**config.mk**
```make
export PLATFORM = sky130hd
export DESIGN_NAME = pipeline_hazard_ctrl
export DESIGN_NICKNAME = d
export VERILOG_FILES = /design/src/rtl/pipeline_hazard_ctrl.sv
export SDC_FILE = /design/constraint.sdc
export NUM_CORES = 1
export LEC_CHECK = 0
export CORE_AREA = 2 2 39 41
export CTS_CLUSTER_SIZE = 20
export DETAILED_ROUTE_END_ITERATION = 16
export DIE_AREA = 0 0 41 43
export PLACE_DENSITY_LB_ADDON = 0.15
export SLEW_MARGIN = 10
export SYNTH_ARGS = -nofsm -noshare
export SYNTH_HDL_FRONTEND = slang
export SYNTH_SLANG_ARGS = --single-unit
```
**constraint.sdc**
```tcl
create_clock -name CLK -period 3.6 [get_ports CLK]
set_input_delay 0.72 -clock CLK [delete_from_list [all_inputs] [get_ports CLK]]
set_output_delay 0.72 -clock CLK [all_outputs]
set_load 0.1 [all_outputs]
```
**src/rtl/pipeline_hazard_ctrl.sv**
```systemverilog
// Pipeline sequencing controller: latch en/flush and pc_en from cache, hazard, redirect and halt inputs.
// Optional performance counters (stall_cnt, flush_cnt) are built when PIPE_PERF_EN is defined.
module pipeline_hazard_ctrl #(
  parameter int REG_W = 5,
  parameter int CNT_W = 32
) (
  input  logic             CLK,
  input  logic             nRST,
  input  logic             ihit,
  input  logic             dhit,
  input  logic             mem_req,
  input  logic             idex_memRead,
  input  logic [REG_W-1:0] idex_rd,
  input  logic [REG_W-1:0] ifid_rs1,
  input  logic [REG_W-1:0] ifid_rs2,
  input  logic             redirect,
  input  logic             wb_halt,
  output logic             pc_en,
  output logic             ifid_en,
  output logic             idex_en,
  output logic             exmem_en,
  output logic             memwb_en,
  output logic             ifid_flush,
  output logic             idex_flush,
  output logic             exmem_flush,
  output logic             memwb_flush,
  output logic             halted,
  output logic [1:0]       dbg_state
`ifdef PIPE_PERF_EN
  ,
  output logic [CNT_W-1:0] stall_cnt,
  output logic [CNT_W-1:0] flush_cnt
`endif
);

  // Debug encoding of dbg_state: 0 = RUN, 1 = DWAIT, 2 = HALT.
  typedef enum logic [1:0] {
    ST_RUN   = 2'd0,
    ST_DWAIT = 2'd1,
    ST_HALT  = 2'd2
  } state_t;

  state_t r_state;
  state_t w_next;
  logic   w_load_use;
  logic   w_redirect_cyc;

  assign w_load_use = idex_memRead && (idex_rd != '0) &&
                      ((idex_rd == ifid_rs1) || (idex_rd == ifid_rs2));

  assign dbg_state = r_state;

  // Priority: reset, HALT, wb_halt, dcache miss, redirect, load-use, icache miss, normal.
  always_comb begin
    w_next         = r_state;
    w_redirect_cyc = 1'b0;
    pc_en          = 1'b0;
    ifid_en        = 1'b0;
    idex_en        = 1'b0;
    exmem_en       = 1'b0;
    memwb_en       = 1'b0;
    ifid_flush     = 1'b0;
    idex_flush     = 1'b0;
    exmem_flush    = 1'b0;
    memwb_flush    = 1'b0;
    halted         = 1'b0;
    if (!nRST) begin
      w_next      = ST_RUN;
      ifid_flush  = 1'b1;
      idex_flush  = 1'b1;
      exmem_flush = 1'b1;
      memwb_flush = 1'b1;
    end else if (r_state == ST_HALT) begin
      halted = 1'b1;
    end else if (wb_halt) begin
      w_next = ST_HALT;
    end else if (mem_req && !dhit) begin
      // Only WB moves, and it takes a bubble so the stalled MEM result is not written twice.
      w_next      = ST_DWAIT;
      memwb_en    = 1'b1;
      memwb_flush = 1'b1;
    end else begin
      w_next   = ST_RUN;
      exmem_en = 1'b1;
      memwb_en = 1'b1;
      if (redirect) begin
        w_redirect_cyc = 1'b1;
        pc_en          = 1'b1;
        ifid_en        = 1'b1;
        idex_en        = 1'b1;
        ifid_flush     = 1'b1;
        idex_flush     = 1'b1;
      end else if (w_load_use) begin
        idex_en    = 1'b1;
        idex_flush = 1'b1;
      end else if (!ihit) begin
        ifid_en    = 1'b1;
        ifid_flush = 1'b1;
        idex_en    = 1'b1;
      end else begin
        pc_en   = 1'b1;
        ifid_en = 1'b1;
        idex_en = 1'b1;
      end
    end
  end

  always_ff @(posedge CLK or negedge nRST) begin
    if (!nRST) begin
      r_state <= ST_RUN;
    end else begin
      r_state <= w_next;
    end
  end

`ifdef PIPE_PERF_EN
  logic [CNT_W-1:0] r_stall_cnt;
  logic [CNT_W-1:0] r_flush_cnt;

  // Counters saturate at all-ones and freeze once halted.
  always_ff @(posedge CLK or negedge nRST) begin
    if (!nRST) begin
      r_stall_cnt <= '0;
      r_flush_cnt <= '0;
    end else if (r_state != ST_HALT) begin
      if (!pc_en && (r_stall_cnt != '1)) begin
        r_stall_cnt <= r_stall_cnt + 1'b1;
      end
      if (w_redirect_cyc && (r_flush_cnt != '1)) begin
        r_flush_cnt <= r_flush_cnt + 1'b1;
      end
    end
  end

  assign stall_cnt = r_stall_cnt;
  assign flush_cnt = r_flush_cnt;
`endif

endmodule

```
=== Word-level counts from Yosys, hierarchy flattened ===
Cells that the tools add are included.

* Eq/ne operators: 4
* Mux-type cells: 44
* Reduce and logical (&&, ||, !) cells: 6

{| class="wikitable"
|+ Operator list
! cell !! count
|-
| $mux W1 || 41
|-
| $eq A5 B5 Y1 || 2
|-
| $mux W2 || 3
|-
| $reduce_bool A5 Y1 || 1
|-
| $logic_and A1 B1 Y1 || 3
|-
| $eq A2 B2 Y1 const B || 1
|-
| $ne A2 B2 Y1 const B || 1
|-
| $logic_not A1 Y1 || 1
|-
| $logic_or A1 B1 Y1 || 1
|}

* Register bits: 2
* Input bits: 23

=== Longest topological paths before layout ===
* Depth in word-level cells: 9
* Mapped depth: 4

=== Worst setup path before layout ===
Ideal clock, no wire load.

* Kind: register -> output
* Start: reg r_state[0], in the netlist dbg_state[0]
* End: out pc_en
* Data arrival time: 6.529 ns
* Path slack: -3.649 ns
* Stages on the path, launching flop included: 5
* Cells stage by stage: dfrtp_1 > and2b_1 > nor4b_1 > o21ai_0 > a21oi_1

* Longest elaborated chain between the ends: 3

{| class="wikitable"
|+ Ends and longest elaborated chain
! element !! RTL line !! source
|-
| from (decl) || 43 || <nowiki>state_t r_state;</nowiki>
|-
| from (signal assigned) || 112 || <nowiki>r_state <= w_next;</nowiki>
|-
| $eq A2 B2 Y1 || 73 || <nowiki>end else if (r_state == ST_HALT) begin</nowiki>
|-
| $mux W1 || 73 ||
|-
| $mux W1 || 67 || <nowiki>if (!nRST) begin</nowiki>
|-
| to (decl) || 18 || <nowiki>output logic pc_en,</nowiki>
|}

Every way passes these cells.

=== Worst setup path in the final report ===
* Start: in idex_rd[1]
* End: out ifid_flush

* Longest elaborated chain between the ends: 9
* Elaborated cells between the ends (all ways): 12
* Those cells by class: eq/ne (2); mux (6); reduce/logical (4)

{| class="wikitable"
|+ Ends and longest elaborated chain
! element !! RTL line !! source
|-
| from (decl) || 13 || <nowiki>input logic [REG_W-1:0] idex_rd,</nowiki>
|-
| $eq A5 B5 Y1 / $reduce_bool A5 Y1 (equally long branches) || 49, 48 ||
|-
| $logic_or A1 B1 Y1 / $logic_and A1 B1 Y1 (equally long branches) || 49, 48 ||
|-
| $logic_and A1 B1 Y1 (*) || 48 || <nowiki>assign w_load_use = idex_memRead && (idex_rd != '0) &&</nowiki>
|-
| $mux W1 (*) || 93 || <nowiki>end else if (w_load_use) begin</nowiki>
|-
| $mux W1 (*) || 86 || <nowiki>if (redirect) begin</nowiki>
|-
| $mux W1 (*) || 77 || <nowiki>end else if (mem_req && !dhit) begin</nowiki>
|-
| $mux W1 (*) || 75 || <nowiki>end else if (wb_halt) begin</nowiki>
|-
| $mux W1 (*) || 73 ||
|-
| $mux W1 (*) || 67 ||
|-
| to (decl) || 23 || <nowiki>output logic ifid_flush,</nowiki>
|}

Mark *: on every way between the ends. The rest lies on a longest branch, timed or not.

==> flow_metrics.env <==
export IMPL_hold_viol=0
export IMPL_crit_path_end_kind="primary output"
export IMPL_gr_usage_met1_pct=13.4
export IMPL_grt_pass1_wl_um=1410
export IMPL_largest_reg_flops=2
export IMPL_hp_class="primary input to asynchronous set/reset pin"
export IMPL_clock_path_buffers=2
export IMPL_ys_seq_area_share_pct=15.6
export IMPL_die_area_mm2=0.00176
export IMPL_initial_core_util_pct=23.1
export IMPL_firstDrtPassIters=2
export IMPL_cp_max_fo=3
export IMPL_grt_max_degree=9
export IMPL_clock_root_buffer="clkbuf_4"
export IMPL_timing_setup_critical_path_class="primary input to primary output"
export IMPL_grtUsageMet2_pct=20.0
export IMPL_cpLargestDelayFamily="buffers and inverters"
export IMPL_start_kind="primary input"
export IMPL_cp_slowest_cell="or4_1"
export IMPL_critical_path_required_ns=2.88
export IMPL_drcViolationCount=0
export IMPL_num_rows=14
export IMPL_port_buffers=34
export IMPL_path_clk_slew_ns=0.03
export IMPL_track_usage_pct=12.1
export IMPL_yosys_warnings=0
export IMPL_crit_chain="clkdlybuf4s50_1 -> or4_1 -> o21ai_2 -> nor3_1 -> a221oi_2 -> buf_12"
export IMPL_status="completed"
export IMPL_grt_pass1_vias=374
export IMPL_ant_nets=0
export IMPL_die_x_um=41
export IMPL_core_area_mm2=0.00138
export IMPL_cp_buffers_inverters=2
export IMPL_cts_repair_resized=0
export IMPL_r2r_start="dbg_state[0]"
export IMPL_gp_congestion=0.715
export IMPL_rsz0062_at_grt="no"
export IMPL_worstPathArrival_ns=2.54
export IMPL_ys_types=24
export IMPL_drive_gt1_share_pct=30.4
export IMPL_post_cts_setup_buffers=0
export IMPL_antenna_found_initial=0
export IMPL_layout_common_cells="24 x clkdlybuf4s50_1, 10 x xnor2_1, 6 x buf_12, 6 x buf_4"
export IMPL_hpwlAfterDp_um=856
export IMPL_max_cap_viol_count=0
export IMPL_cp_startpoint="idex_rd[1]"
export IMPL_final_common_cell="clkdlybuf4s50_1"
export IMPL_wl_um=982
export IMPL_syn_area_um2=320
export IMPL_top_usage_layer="met2"
export IMPL_hold_buffers=0
export IMPL_post_drt_wl_per_cell_um=10.3
export IMPL_postLayoutSetupSlackWorst_ns=0.344
export IMPL_viasPerCell=4.64
export IMPL_min_period_over_period_pct=90.4
export IMPL_drtIter0Drc=1
export IMPL_finalSetupViolations=0
export IMPL_vdd_drop_max_uv=127
export IMPL_setup_tns_final_ns=0
export IMPL_antenna_cells=0
export IMPL_p_per_area_mw_per_mm2=276
export IMPL_grt_remaining_overflow=0
export IMPL_tightest_slew_ns=0.960
export IMPL_die_height_um=43
export IMPL_cts_max_level=1
export IMPL_syn_nets=64
export IMPL_p_leak_nw=0.309
export IMPL_max_stage_delay_ns=0.57
export IMPL_fin_nets=104
export IMPL_cts_tree="done"
export IMPL_io_pins=35
export IMPL_layout_min_cycle_time_ns=3.26
export IMPL_dp_slack_ns=0.312
export IMPL_fin_skew_ns=0.00710
export IMPL_synth_avg_cell_area_um2=7.81
export IMPL_numCtsBuffers=3
export IMPL_clock_latency_ns=0.23
export IMPL_ys_ff_latch=2
export IMPL_met3_usage_pct=0
export IMPL_relSlewSlack_pct=35.8
export IMPL_fmax_mhz=307
export IMPL_via_count=441
export IMPL_area_growth_pct=153
export IMPL_synthCells=41
export IMPL_final_max_slew_violation_count=0
export IMPL_cts_sinks=2
[layout make-up]
cell class / count / area (um^2)
sequential: 2 / 55.1
multi-input combinational: 37 / 302
inverter: 1 / 6.26
timing repair buffer: 36 / 405
fill: 134 / 573
tap: 16 / 20.0
clock buffer: 3 / 22.5
[per-stage QoR]
step                power (mW)  hold WS (ns)  util, %  std cells  cell area (um^2)
global placement         0.172         0.754     57.0         92               788
finish                   0.223         0.753     58.6         95               811
floorplan                0.113         0.424        -         41               370
CTS                      0.228         0.746     58.6         95               811
global route             0.232         0.775     58.6         95               811
detailed placement       0.173         0.775     57.0         92               788
[worst paths after layout]
check,slack (ns),cells past startpoint,to
max reg2reg,2.53,3,dbg_state[1]
min in group CLK,0.77,2,dbg_state[0]
min,0.75,1,dbg_state[1]
max,0.34,6,ifid_flush
min reg2reg,0.77,2,dbg_state[0]
max in group asynchronous,2.57,1,dbg_state[0]
[where the power goes]
part | switching, mW | leakage (nW) | internal (mW)
clock network | 0.0150 | 0.0138 | 0.0369
logic | 0.0874 | 0.272 | 0.0598
registers | 0.000375 | 0.0232 | 0.0240
total | 0.103 | 0.308 | 0.121
[worst reg2reg max path, delay by kind of cell, from the launching register on]
| kind | cells | cell delay (ns) |
|---|---|---|
| flops | 1 | 0.45 |
| simple gates | 3 | 0.54 |
[Yosys cell counts, drive strengths merged]
cell	count	area share, %
o22ai	1	2.0
xnor2	10	27
a211o	1	2.7
and2	1	2.0
inv	1	1.2
and3	1	2.0
nor3b	1	2.3
o31ai	1	2.3
nand3	2	3.1
dfrtp	2	16
a221oi	1	4.7
nor3	2	3.1
nor2	3	3.5
nand2b	1	2.0
o21ai	2	4.3
nor4b	2	5.5
buf	1	2.3
a21boi	1	2.3
nor4	1	2.0
a21oi	1	1.6
or4	1	2.3
nand2	3	3.5
and2b	1	2.3
[cell families after synthesis]
group,synth area share (%)
and+or+nand+nor,33.6
xor gates and xnor gates,27.3
AOI/OAI and AO/OA,19.9
DFF,15.6
buffers and inverters,3.52
[layer usage]
layer  vias up  wire length (um)
met5         -                 0
met4         0                16
met3         2                93
met2        27               514
met1       184               357
li1        228                 -
No activity file was read; power rests on OpenSTA's default activity.
